`src/rtl/uart_pkg.sv`:
```
// Shared definitions for the UART echo buffer: FSM state encodings, ASCII
// constants and the occupancy-counter width helper.
package uart_pkg;

  typedef logic [1:0] state_t;

  localparam state_t ST_IDLE      = 2'd0;
  localparam state_t ST_SEND      = 2'd1;
  localparam state_t ST_WAIT_DONE = 2'd2;

  localparam logic [7:0] ASCII_CR = 8'h0D;
  localparam logic [7:0] ASCII_LF = 8'h0A;

  // An occupancy counter must represent 0..depth inclusive.
  function automatic int cnt_width(input int depth);
    return $clog2(depth) + 1;
  endfunction

endpackage

```
`src/rtl/uart_sync_fifo.sv`:
```
// Synchronous FIFO with first-word-fall-through head, full/empty flags and
// occupancy count. The caller must not push when full unless it also pops.
module uart_sync_fifo
  import uart_pkg::*;
#(
  parameter int DATA_W = 8,
  parameter int DEPTH  = 16,
  parameter int CNT_W  = cnt_width(DEPTH)
) (
  input  logic              clk,
  input  logic              rst,
  input  logic              wr_en_i,
  input  logic [DATA_W-1:0] wr_data_i,
  input  logic              rd_en_i,
  output logic [DATA_W-1:0] rd_data_o,
  output logic              full_o,
  output logic              empty_o,
  output logic [CNT_W-1:0]  count_o
);

  localparam int AW = (DEPTH > 1) ? $clog2(DEPTH) : 1;

  logic [DATA_W-1:0] mem_q [DEPTH];
  logic [AW-1:0]     wr_ptr_q;
  logic [AW-1:0]     rd_ptr_q;
  logic [CNT_W-1:0]  count_q;

  assign full_o    = (count_q == CNT_W'(DEPTH));
  assign empty_o   = (count_q == '0);
  assign count_o   = count_q;
  assign rd_data_o = mem_q[rd_ptr_q];

  // NOTE: storage is deliberately not reset; pointers and count define validity.
  always_ff @(posedge clk) begin
    if (wr_en_i) mem_q[wr_ptr_q] <= wr_data_i;
  end

  // NOTE: sequential state uses non-blocking assignments so all registers
  // update together from pre-edge values.
  always_ff @(posedge clk or posedge rst) begin
    if (rst) begin
      wr_ptr_q <= '0;
      rd_ptr_q <= '0;
      count_q  <= '0;
    end else begin
      if (wr_en_i) wr_ptr_q <= wr_ptr_q + AW'(1);
      if (rd_en_i) rd_ptr_q <= rd_ptr_q + AW'(1);
      case ({wr_en_i, rd_en_i})
        2'b10:   count_q <= count_q + CNT_W'(1);
        2'b01:   count_q <= count_q - CNT_W'(1);
        default: count_q <= count_q;
      endcase
    end
  end

endmodule

```
`src/rtl/uart_echo_buffer.sv`:
```
// Buffered UART echo: queues received words and replays them through a start/done
// handshake with watchdog, sticky errors and LEDs. ECHO_CRLF_EN appends LF after CR.
module uart_echo_buffer
  import uart_pkg::*;
#(
  parameter int          DATA_W     = 8,
  parameter int          DEPTH      = 16,
  parameter int unsigned TX_TIMEOUT = 1000000,
  parameter int          CNT_W      = cnt_width(DEPTH)
) (
  input  logic              clk,
  input  logic              rst,
  input  logic              rx_valid,
  input  logic [DATA_W-1:0] rx_data,
  input  logic              tx_done,
  input  logic              clear_err,
  output logic              tx_start,
  output logic [DATA_W-1:0] tx_data,
  output logic [CNT_W-1:0]  fifo_count,
  output logic              overflow,
  output logic              tx_err,
  output logic              led_rx_n,
  output logic              led_tx_n
);

  localparam logic [31:0] WD_LAST = (TX_TIMEOUT == 0) ? 32'd0 : 32'(TX_TIMEOUT - 1);

  state_t            state_q, state_d;
  logic              tx_start_q, tx_start_d;
  logic [DATA_W-1:0] tx_data_q, tx_data_d;
  logic [31:0]       wd_q, wd_d;
  logic              overflow_q, overflow_d;
  logic              tx_err_q, tx_err_d;
  logic              led_rx_q, led_rx_d;
  logic              led_tx_q, led_tx_d;

  logic              push, pop, rx_ok, full, empty, wd_fire;
  logic [DATA_W-1:0] push_data, head;

  uart_sync_fifo #(
    .DATA_W (DATA_W),
    .DEPTH  (DEPTH),
    .CNT_W  (CNT_W)
  ) u_fifo (
    .clk       (clk),
    .rst       (rst),
    .wr_en_i   (push),
    .wr_data_i (push_data),
    .rd_en_i   (pop),
    .rd_data_o (head),
    .full_o    (full),
    .empty_o   (empty),
    .count_o   (fifo_count)
  );

  assign pop = (state_q == ST_IDLE) && !empty;

`ifdef ECHO_CRLF_EN
  logic             lf_pend_q, lf_pend_d;
  logic             is_cr;
  logic [CNT_W:0]   free_slots;

  assign is_cr      = (rx_data == DATA_W'(ASCII_CR));
  assign free_slots = (CNT_W+1)'(DEPTH) - {1'b0, fifo_count} + (CNT_W+1)'(pop);
  assign lf_pend_d  = rx_ok && is_cr;

  // The LF slot was reserved when the CR was accepted, so it always fits.
  always_comb begin
    push      = 1'b0;
    rx_ok     = 1'b0;
    push_data = rx_data;
    if (lf_pend_q) begin
      push      = 1'b1;
      push_data = DATA_W'(ASCII_LF);
    end else if (rx_valid) begin
      rx_ok = is_cr ? (free_slots >= (CNT_W+1)'(2)) : (!full || pop);
      push  = rx_ok;
    end
  end

  always_ff @(posedge clk or posedge rst) begin
    if (rst) lf_pend_q <= 1'b0;
    else     lf_pend_q <= lf_pend_d;
  end
`else
  assign rx_ok     = rx_valid && (!full || pop);
  assign push      = rx_ok;
  assign push_data = rx_data;
`endif

  assign wd_fire = (state_q == ST_WAIT_DONE) && !tx_done && (TX_TIMEOUT != 0) &&
                   (wd_q == WD_LAST);

  always_comb begin
    // NOTE: every next-state signal gets a default first so no path infers a latch.
    state_d    = state_q;
    tx_start_d = 1'b0;
    tx_data_d  = tx_data_q;
    wd_d       = wd_q;
    led_tx_d   = led_tx_q;
    case (state_q)
      ST_IDLE: begin
        if (!empty) begin
          tx_data_d  = head;
          tx_start_d = 1'b1;
          state_d    = ST_SEND;
        end
      end
      ST_SEND: begin
        wd_d    = '0;
        state_d = ST_WAIT_DONE;
      end
      ST_WAIT_DONE: begin
        if (tx_done) begin
          led_tx_d = ~led_tx_q;
          state_d  = ST_IDLE;
        end else if (wd_fire) begin
          state_d = ST_IDLE;
        end else begin
          wd_d = wd_q + 32'd1;
        end
      end
      default: state_d = ST_IDLE;
    endcase
  end

  // Set events override a simultaneous clear.
  assign overflow_d = (overflow_q & ~clear_err) | (rx_valid & ~rx_ok);
  assign tx_err_d   = (tx_err_q & ~clear_err) | wd_fire;
  assign led_rx_d   = led_rx_q ^ rx_ok;

  always_ff @(posedge clk or posedge rst) begin
    if (rst) begin
      state_q    <= ST_IDLE;
      tx_start_q <= 1'b0;
      tx_data_q  <= '0;
      wd_q       <= '0;
      overflow_q <= 1'b0;
      tx_err_q   <= 1'b0;
      led_rx_q   <= 1'b1;
      led_tx_q   <= 1'b1;
    end else begin
      state_q    <= state_d;
      tx_start_q <= tx_start_d;
      tx_data_q  <= tx_data_d;
      wd_q       <= wd_d;
      overflow_q <= overflow_d;
      tx_err_q   <= tx_err_d;
      led_rx_q   <= led_rx_d;
      led_tx_q   <= led_tx_d;
    end
  end

  assign tx_start = tx_start_q;
  assign tx_data  = tx_data_q;
  assign overflow = overflow_q;
  assign tx_err   = tx_err_q;
  assign led_rx_n = led_rx_q;
  assign led_tx_n = led_tx_q;

endmodule
```
`config.mk`:
```
export PLATFORM = sky130hd
export DESIGN_NAME = uart_echo_buffer
export DESIGN_NICKNAME = d
export VERILOG_FILES = /design/src/rtl/uart_pkg.sv /design/src/rtl/uart_sync_fifo.sv /design/src/rtl/uart_echo_buffer.sv
export SDC_FILE = /design/constraint.sdc
export NUM_CORES = 1
export LEC_CHECK = 0
export ABC_CLOCK_PERIOD_IN_PS = 5380
export CORE_UTILIZATION = 46
export CTS_CLUSTER_DIAMETER = 120
export DETAILED_ROUTE_END_ITERATION = 16
export HOLD_SLACK_MARGIN = 0.02
export PLACE_DENSITY_LB_ADDON = 0.08
export SLEW_MARGIN = 20
export SYNTH_ARGS = -nofsm -noshare
export SYNTH_HDL_FRONTEND = slang
export SYNTH_SLANG_ARGS = --single-unit
```
`constraint.sdc`:
```
create_clock -name clk -period 5.38 [get_ports clk]
set_input_delay 1.076 -clock clk [delete_from_list [all_inputs] [get_ports clk]]
set_output_delay 1.076 -clock clk [all_outputs]
set_load 0.005 [all_outputs]
```
==> impl_metrics.env, run 1 <==
export IMPL_outcome="completed"
export IMPL_startpoint="tx_done"
export IMPL_p_leak_nw=3.225
export IMPL_hold_path_class="reg -> reg"
export IMPL_drive_gt1_share_pct=17.25
export IMPL_clock_sinks=188
export IMPL_cp_max_fo=17
export IMPL_num_antenna_cells=0
export IMPL_end_kind="flip-flop"
export IMPL_fin_setup_tns_ns=0
export IMPL_avgSynthCellArea_um2=15.32
export IMPL_grt_pass1_wl_mm=26.41
export IMPL_ys_seq_elements=188
export IMPL_holdPathStages=1
export IMPL_path_delay_family="simple AND/OR/NAND/NOR gates"
export IMPL_wire_per_inst_um=20.96
export IMPL_rr_worst_depth=7
export IMPL_vias=4564
export IMPL_r2r_start="wd_q[0]"
export IMPL_synth_edf_count=128
export IMPL_synth_area_leaders="edfxtp_1 48%, dfrtp_1 18%, mux4_2 9.0%, xnor2_1 2.0%, ha_1 1.4%"
export IMPL_crit_buf_inv=2
export IMPL_syn_area_mm2=0.008028
export IMPL_reg2reg_to="wd_q[27]"
export IMPL_dp_slack_ns=1.832
export IMPL_finalCritPeriodShare_pct=58.68
export IMPL_portBuffers=30
export IMPL_path_class="in -> reg"
export IMPL_synth_top_area_cell="edfxtp_1"
export IMPL_die_x_um=134.1
export IMPL_drc_errors=0
export IMPL_cap_violations=0
export IMPL_max_freq_mhz=316.7
export IMPL_crit_chain="clkdlybuf4s50_1, nor3b_1, o21ai_1, buf_4, or4_1, a21oi_1"
export IMPL_ys_seq_area_share_pct=66.61
export IMPL_tritoncts="built"
export IMPL_coreArea_mm2=0.01682
export IMPL_critPathSlowestCell="o21ai_1"
export IMPL_whs_ns=0.4913
export IMPL_fp_dieH_um=134.1
export IMPL_cts_hold_buf=0
export IMPL_clockBufferDepth=2
export IMPL_synthCells=524
export IMPL_finalClockSkew_ns=0.01188
export IMPL_rsz0062_at_grt="false"
export IMPL_postCtsSetupBuffers=0
export IMPL_cts_max_level=4
export IMPL_antenna_found_initial=0
export IMPL_synth_ff_type="edfxtp_1"
export IMPL_setup_viol=0
export IMPL_dpl_instance_area_mm2=0.008569
export IMPL_finalHoldViolCount=0
export IMPL_vdd_drop_max_uv=271.1
export IMPL_min_to="led_tx_n"
export IMPL_overflow=0
export IMPL_nNetsFinal=578
export IMPL_routed_wl_mm=16.52
export IMPL_grt_pass1_vias=4666
export IMPL_vias_per_cell=5.792
export IMPL_cts_made_buffers=17
export IMPL_slew_headroom_pct=27.58
export IMPL_cp_required_ns=5.74
export IMPL_grt_usage_pct=19.93
export IMPL_fin_area_mm2=0.009169
export IMPL_async_flop_share_pct=31.91
export IMPL_path_clk_slew_ns=0.08
export IMPL_worst_slack_ns=2.223
export IMPL_areaGrowthSynthToFinish_pct=14.21
export IMPL_dr_pass1_iters=5
export IMPL_start_util_pct=47.73
export IMPL_final_max_slew_viol_count=0
export IMPL_hpwlAfterDp_mm=10.63
export IMPL_drt_antenna_violating_nets=0
export IMPL_synth_top_cell_area_share_pct=47.88
export IMPL_grt_max_degree=61
export IMPL_ctsResizeCount=0
export IMPL_synth_cell_types=52
export IMPL_setup_worst_path_start_class="primary input"
export IMPL_rrSetupSlack_ns=2.67
export IMPL_finish_utilization_pct=54.52
export IMPL_rows=47
export IMPL_min_period_ns=3.157
export IMPL_fillers=1405
export IMPL_min_delay_start="led_tx_n"
export IMPL_powerDensity_mw_per_mm2=492.6
export IMPL_clock_root_buffer="clkbuf_16"
export IMPL_place_gp_congestion=0.7600
export IMPL_clk_latency_ns=0.43
export IMPL_io_pins=31
export IMPL_ys_warn_count=0
export IMPL_cp_num_cells=6
export IMPL_drt_initial_drc_count=224
export IMPL_syn_nets=547
export IMPL_die_area_mm2=0.01798
export IMPL_tightest_slew_ns=1.079
export IMPL_worstPathArrival_ns=3.51
export IMPL_cpPeakStageDelay_ns=0.51
[layer usage]
metal	share of wire, %	up-vias	routed length [µm]	GRT usage [%]
li1	-	2099	-	-
met1	45	2367	7464	27.21
met2	50	83	8227	32.30
met3	4.0	15	653	4.573
met4	1.1	0	174	5.368
met5	0	-	0	0
[final cells by class]
class / count / area (µm²) / area share, %
Tap cell: 220 / 275.3 / 3.002
Sequential cell: 188 / 5349 / 58.34
Timing Repair Buffer: 41 / 382.9 / 4.176
Multi-Input combinational cell: 288 / 2491 / 27.17
Clock inverter: 15 / 173.9 / 1.897
Inverter: 19 / 71.32 / 0.7778
Clock buffer: 17 / 425.4 / 4.640
[Yosys cell counts (all sizes together), types with 12 or more instances]
cell,instances
nor4,12
mux4,32
nand2,23
nand4,15
edfxtp,128
xnor2,18
clkbuf,19
a21oi,14
inv,19
dfrtp,58
nand3,12
nor2,24
nor3,14
[placed cells by master, fill, tap and decap left out, drive strengths merged, types with 4 or more instances in the layout]
cell,netlist,routed
edfxtp,128,128
dfrtp,58,58
mux4,32,32
inv,19,32
clkdlybuf4s50,0,30
nor2,24,24
nand2,23,23
xnor2,18,18
clkbuf,19,17
nand4,15,15
nor3,14,14
a21oi,14,14
nor4,12,12
nand3,12,12
mux2i,11,11
buf,10,11
or4,11,11
mux2,10,10
o31ai,9,9
ha,9,9
o21ai,9,9
a221o,8,8
and4,6,6
and2,6,6
xor2,5,5
and3,5,5
o211ai,4,4
[how the worst max path moves through the flow]
stage                        endpoint  slack, ns
floorplan           u_fifo.count_o[4]       2.57
global placement              wd_q[5]       1.94
detailed placement            wd_q[5]       1.83
CTS                           wd_q[5]       2.27
global route                  wd_q[5]       2.13
finish                        wd_q[5]       2.22
[flip-flops by register name (all words and copies together) (netlist names)]
register         cells
u_fifo.mem_q       128
wd_q                32
tx_data              8
u_fifo.count_o       5
u_fifo.rd_ptr_q      4
u_fifo.wr_ptr_q      4
state_q              2
led_rx_n             1
led_tx_n             1
overflow             1
tx_err               1
tx_start             1
[power by group]
| part | switching, mW | total, mW | internal, mW |
|---|---|---|---|
| registers | 0.160 | 1.92 | 1.76 |
| clock network | 0.628 | 1.27 | 0.639 |
| logic | 0.671 | 1.33 | 0.655 |
| total | 1.46 | 4.52 | 3.06 |
[cells by family (layout without fill, tap and decap cells)]
group,count (synthesis),after routing,share of synthesized area [%]
mux,53,53,11.75
fa+ha+maj,10,10,1.652
xor+xnor,23,23,2.509
buf+inv,48,92,2.353
simple gates,144,144,9.975
flops,188,188,66.61
compound gates,58,58,5.144
[metrics by stage]
step | total power, mW | cells
2_1_floorplan | 2.845 | 524
3_3_place_gp | 3.279 | 756
3_5_place_dp | 3.303 | 756
4_1_cts | 4.571 | 788
5_1_grt | 4.749 | 788
6_report | 4.517 | 788
Power figures use the tool's default switching activity.
==> run 2: changes to the inputs <==
ABC_CLOCK_PERIOD_IN_PS = 3200   (was 5380)
clock period = 3.2 ns   (was 5.38 ns; I/O delays follow)
==> impl_metrics.env, run 2 (synthesized netlist as in run 1, its figures left out) <==
export IMPL_cap_violations=0
export IMPL_cts_max_level=4
export IMPL_grt_max_degree=61
export IMPL_portBuffers=30
export IMPL_cts_hold_buf=0
export IMPL_areaGrowthSynthToFinish_pct=15.51
export IMPL_finalCritPeriodShare_pct=82.52
export IMPL_clock_sinks=188
export IMPL_min_to="led_rx_n"
export IMPL_start_util_pct=47.73
export IMPL_cp_max_fo=5
export IMPL_total_power_mw=7.699
export IMPL_io_pins=31
export IMPL_outcome="completed"
export IMPL_clock_root_buffer="clkbuf_16"
export IMPL_clockBufferDepth=2
export IMPL_tritoncts="built"
export IMPL_coreArea_mm2=0.01682
export IMPL_final_max_slew_viol_count=0
export IMPL_drt_antenna_violating_nets=0
export IMPL_setup_worst_path_start_class="flip-flop"
export IMPL_layout_commonest_cell="edfxtp_1"
export IMPL_holdPathStages=1
export IMPL_fin_setup_tns_ns=0
export IMPL_vdd_drop_max_uv=480.4
export IMPL_finalClockSkew_ns=0.008681
export IMPL_setup_viol=0
export IMPL_crit_buf_inv=0
export IMPL_end_kind="flip-flop"
export IMPL_routed_wl_mm=16.31
export IMPL_vias_per_cell=5.734
export IMPL_antenna_found_initial=0
export IMPL_clk_latency_ns=0.43
export IMPL_grt_pass1_wl_mm=26.71
export IMPL_p_leak_nw=3.281
export IMPL_num_antenna_cells=0
export IMPL_hpwlAfterDp_mm=10.62
export IMPL_grt_usage_pct=20.10
export IMPL_largest_reg_flops=128
export IMPL_grt_pass1_vias=4822
export IMPL_cpPeakStageDelay_ns=0.62
export IMPL_drt_initial_drc_count=269
export IMPL_path_class="reg -> reg"
export IMPL_fp_dieH_um=134.1
export IMPL_vias=4570
export IMPL_max_freq_mhz=378.7
export IMPL_finish_utilization_pct=55.13
export IMPL_worst_slack_ns=0.5594
export IMPL_reg2reg_to="u_fifo.count_o[4]"
export IMPL_overflow=0
export IMPL_rrSetupSlack_ns=0.56
export IMPL_tightest_slew_ns=0.8989
export IMPL_hold_path_class="reg -> reg"
export IMPL_path_delay_family="simple AND/OR/NAND/NOR gates"
export IMPL_dpl_instance_area_mm2=0.008650
export IMPL_crit_chain="or4_1, o21ai_2, nor2_1, fa_1, a21o_1, a21oi_1, nor3_1, a21oi_1, xnor2_1"
export IMPL_die_x_um=134.1
export IMPL_drive_gt1_share_pct=18.54
export IMPL_slew_headroom_pct=40.07
export IMPL_powerDensity_mw_per_mm2=830.3
export IMPL_top_register="u_fifo.mem_q"
export IMPL_dr_pass1_iters=4
export IMPL_cpMostUsedCell="a21oi_1"
export IMPL_min_delay_start="led_rx_n"
export IMPL_cp_required_ns=3.56
export IMPL_finalHoldViolCount=0
export IMPL_rows=47
export IMPL_dp_slack_ns=0.3846
export IMPL_fin_area_mm2=0.009273
export IMPL_rr_worst_depth=9
export IMPL_ctsResizeCount=0
export IMPL_min_period_ns=2.641
export IMPL_critPathSlowestCell="or4_1"
export IMPL_drc_errors=0
export IMPL_wire_per_inst_um=20.46
export IMPL_nNetsFinal=587
export IMPL_worstPathArrival_ns=3.00
export IMPL_die_area_mm2=0.01798
export IMPL_place_gp_congestion=0.7623
export IMPL_rsz0062_at_grt="false"
export IMPL_path_clk_slew_ns=0.07
export IMPL_final_cell_mix="128 x edfxtp_1, 57 x dfrtp_1, 32 x mux4_2, 30 x clkdlybuf4s50_1, 24 x nor2_1"
export IMPL_r2r_start="u_fifo.count_o[0]"
export IMPL_cts_made_buffers=17
export IMPL_postCtsSetupBuffers=0
run 2: cell types whose count changed in the layout (fill, tap and decap cells not counted):
| cell | previous run | this run |
|---|---|---|
| inv_8 | 8 | 4 |
| inv_12 | 2 | 0 |
| clkinvlp_4 | 0 | 1 |
| inv_6 | 3 | 4 |
| clkinv_4 | 1 | 2 |
| bufinv_16 | 0 | 2 |
| clkinv_8 | 1 | 2 |
| buf_12 | 0 | 1 |
| buf_4 | 11 | 19 |
run 2: worst max-delay path by stage:
stage,start,to,cells after the start
2_1_floorplan,u_fifo.count_o[0],u_fifo.count_o[4],10
3_3_place_gp,tx_done,wd_q[22],6
3_5_place_dp,tx_done,wd_q[20],6
4_1_cts,u_fifo.count_o[0],u_fifo.count_o[4],9
5_1_grt,u_fifo.count_o[0],u_fifo.count_o[4],9
6_report,u_fifo.count_o[0],u_fifo.count_o[4],9
run 2: through the flow:
stage / cells / hold slack, ns
floorplan: 524 / 0.4747
global placement: 765 / 0.4755
detailed placement: 765 / 0.4798
CTS: 797 / 0.4925
global route: 797 / 0.5077
finish: 797 / 0.4919
run 2: area by class of cell:
class                      count  area, µm²
sequential                   188       5349
tap                          220      275.3
multi-input combinational    288       2491
timing repair buffer          50      462.9
clock inverter                15      197.7
fill                        1396       7546
clock buffer                  17      425.4
inverter                      19      71.32
run 2: worst register-to-register path: stages (launching register included):
cell and delay, ns:
dfrtp_1 0.45, or4_1 0.62, o21ai_2 0.21, nor2_1 0.14
fa_1 0.42, a21o_1 0.18, a21oi_1 0.20, nor3_1 0.07
a21oi_1 0.16, xnor2_1 0.13
run 2: report_power, final:
part           internal (mW)  switching [mW]  leakage [nW]
combinational           1.15            1.09          1.04
sequential              2.97           0.301          1.94
clock                   1.20           0.990         0.302
total                   5.32            2.38          3.28
run 2: routing by layer:
layer	GRT usage, %	up-vias	routed length [µm]
met3	4.308	16	617
met4	6.742	0	221
met1	27.25	2352	7377
met2	32.41	84	8089
li1	-	2118	-
met5	0	-	0
==> run 3: changes to the inputs <==
ABC_CLOCK_PERIOD_IN_PS = 2180   (was 3200)
clock period = 2.18 ns   (was 3.2 ns; I/O delays follow)
==> impl_metrics.env, run 3 (synthesized netlist as in run 1, its figures left out) <==
export IMPL_reg2reg_to="u_fifo.count_o[4]"
export IMPL_fp_dieH_um=134.1
export IMPL_place_gp_congestion=0.7948
export IMPL_layout_commonest_cell="edfxtp_1"
export IMPL_top_register="u_fifo.mem_q"
export IMPL_rr_worst_depth=9
export IMPL_cts_made_buffers=17
export IMPL_coreArea_mm2=0.01682
export IMPL_routed_wl_mm=16.71
export IMPL_tritoncts="built"
export IMPL_largest_reg_flops=128
export IMPL_finalClockSkew_ns=0.01011
export IMPL_overflow=0
export IMPL_dp_slack_ns=-0.3505
export IMPL_num_antenna_cells=0
export IMPL_nNetsFinal=637
export IMPL_path_class="reg -> reg"
export IMPL_rrSetupSlack_ns=-0.12
export IMPL_clock_root_buffer="clkbuf_16"
export IMPL_drive_gt1_share_pct=28.39
export IMPL_portBuffers=30
export IMPL_critPathSlowestCell="or4_4"
export IMPL_crit_buf_inv=0
export IMPL_total_power_mw=11.88
export IMPL_hpwlAfterDp_mm=10.88
export IMPL_worstPathArrival_ns=2.66
export IMPL_cpPeakStageDelay_ns=0.57
export IMPL_failed_checks="negative setup slack"
export IMPL_r2r_start="u_fifo.count_o[3]"
export IMPL_wire_per_inst_um=19.73
export IMPL_setup_viol=2
export IMPL_grt_pass1_vias=4730
export IMPL_outcome="finished with violations"
export IMPL_drt_initial_drc_count=236
export IMPL_powerDensity_mw_per_mm2=1203
export IMPL_vias=4713
export IMPL_rows=47
export IMPL_cts_max_level=4
export IMPL_hold_path_class="in -> async"
export IMPL_p_leak_nw=3.555
export IMPL_drc_errors=0
export IMPL_clockBufferDepth=2
export IMPL_slew_headroom_pct=50.22
export IMPL_grt_pass1_wl_mm=26.19
export IMPL_cp_required_ns=2.54
export IMPL_path_clk_slew_ns=0.08
export IMPL_max_freq_mhz=434.7
export IMPL_clock_sinks=188
export IMPL_clk_latency_ns=0.43
export IMPL_io_pins=31
export IMPL_rsz0062_at_grt="true"
export IMPL_finalCritPeriodShare_pct=105.5
export IMPL_final_max_slew_viol_count=0
export IMPL_grt_usage_pct=19.97
export IMPL_path_delay_family="simple AND/OR/NAND/NOR gates"
export IMPL_final_cell_mix="128 x edfxtp_1, 58 x buf_4, 57 x dfrtp_1, 32 x mux4_2, 30 x clkdlybuf4s50_1"
export IMPL_die_area_mm2=0.01798
export IMPL_setup_worst_path_start_class="flip-flop"
export IMPL_cp_max_fo=4
export IMPL_grt_max_degree=47
export IMPL_end_kind="flip-flop"
export IMPL_vdd_drop_max_uv=634.2
export IMPL_drt_antenna_violating_nets=0
export IMPL_antenna_found_initial=0
export IMPL_min_period_ns=2.301
export IMPL_worst_slack_ns=-0.1206
export IMPL_start_util_pct=47.73
export IMPL_vias_per_cell=5.564
export IMPL_dr_pass1_iters=4
export IMPL_tightest_slew_ns=0.7412
export IMPL_crit_chain="or4_4, o21ai_4, nor2_4, fa_2, a21o_1, a21oi_2, nor3_1, a21oi_1, xnor2_1"
export IMPL_areaGrowthSynthToFinish_pct=23.02
export IMPL_finalHoldViolCount=0
export IMPL_die_x_um=134.1
export IMPL_cap_violations=0
[run 3: what timing repair did]
action	CTS	global route
endpoints found under the hold margin	0	0
buffers inserted	0	9
hold buffers	0	0
setup endpoints to repair	43	23
pin swaps	8	9
gates resized for setup	6	17
[run 3: metrics by stage]
step,utilization (%),instances,cell area [µm²],hold WS (ns),TNS (ns)
finish,58.72,847,9876,0.3038,-0.1902
global route,58.72,847,9876,0.3226,-0.3970
CTS,57.96,838,9748,0.2961,-0.2175
detailed placement,54.26,806,9126,0.4821,-10.67
global placement,54.21,806,9117,0.4820,-8.047
floorplan,-,524,8069,0.4747,-0.5117
[run 3: area by class of cell]
cell class | count | area [µm²]
inverters | 19 | 71.32
clock buffers | 17 | 425.4
flip-flops and latches | 188 | 5349
fillers | 1358 | 6943
clock inverters | 15 | 180.2
repair buffers | 100 | 958.4
multi-input cells | 288 | 2616
well taps | 220 | 275.3
[run 3: power by group]
part	internal [mW]	leakage, nW	switching (mW)
Clock	1.65	0.288	1.51
Combinational	2.14	1.33	1.97
Sequential	4.36	1.94	0.256
[run 3: metal layers]
| layer | GRT usage [%] | vias to the layer above | wire length, µm | share of wire, % |
|---|---|---|---|---|
| li1 | - | 2212 | - | - |
| met1 | 25.61 | 2414 | 7374 | 44 |
| met2 | 34.37 | 69 | 8621 | 52 |
| met3 | 3.628 | 18 | 517 | 3.1 |
| met4 | 6.617 | 0 | 197 | 1.2 |
| met5 | 0 | - | 0 | 0 |
[run 3: worst max path at each step]
stage,endpoint,slack (ns),startpoint,depth (start not counted)
after detailed placement,wd_q[22],-0.35,tx_done,6
after floorplan,u_fifo.count_o[4],-0.28,u_fifo.count_o[1],10
after global routing,u_fifo.count_o[4],-0.24,u_fifo.count_o[3],9
final,u_fifo.count_o[4],-0.12,u_fifo.count_o[3],9
after global placement,wd_q[22],-0.33,tx_done,6
after CTS,u_fifo.count_o[4],-0.13,u_fifo.count_o[0],9
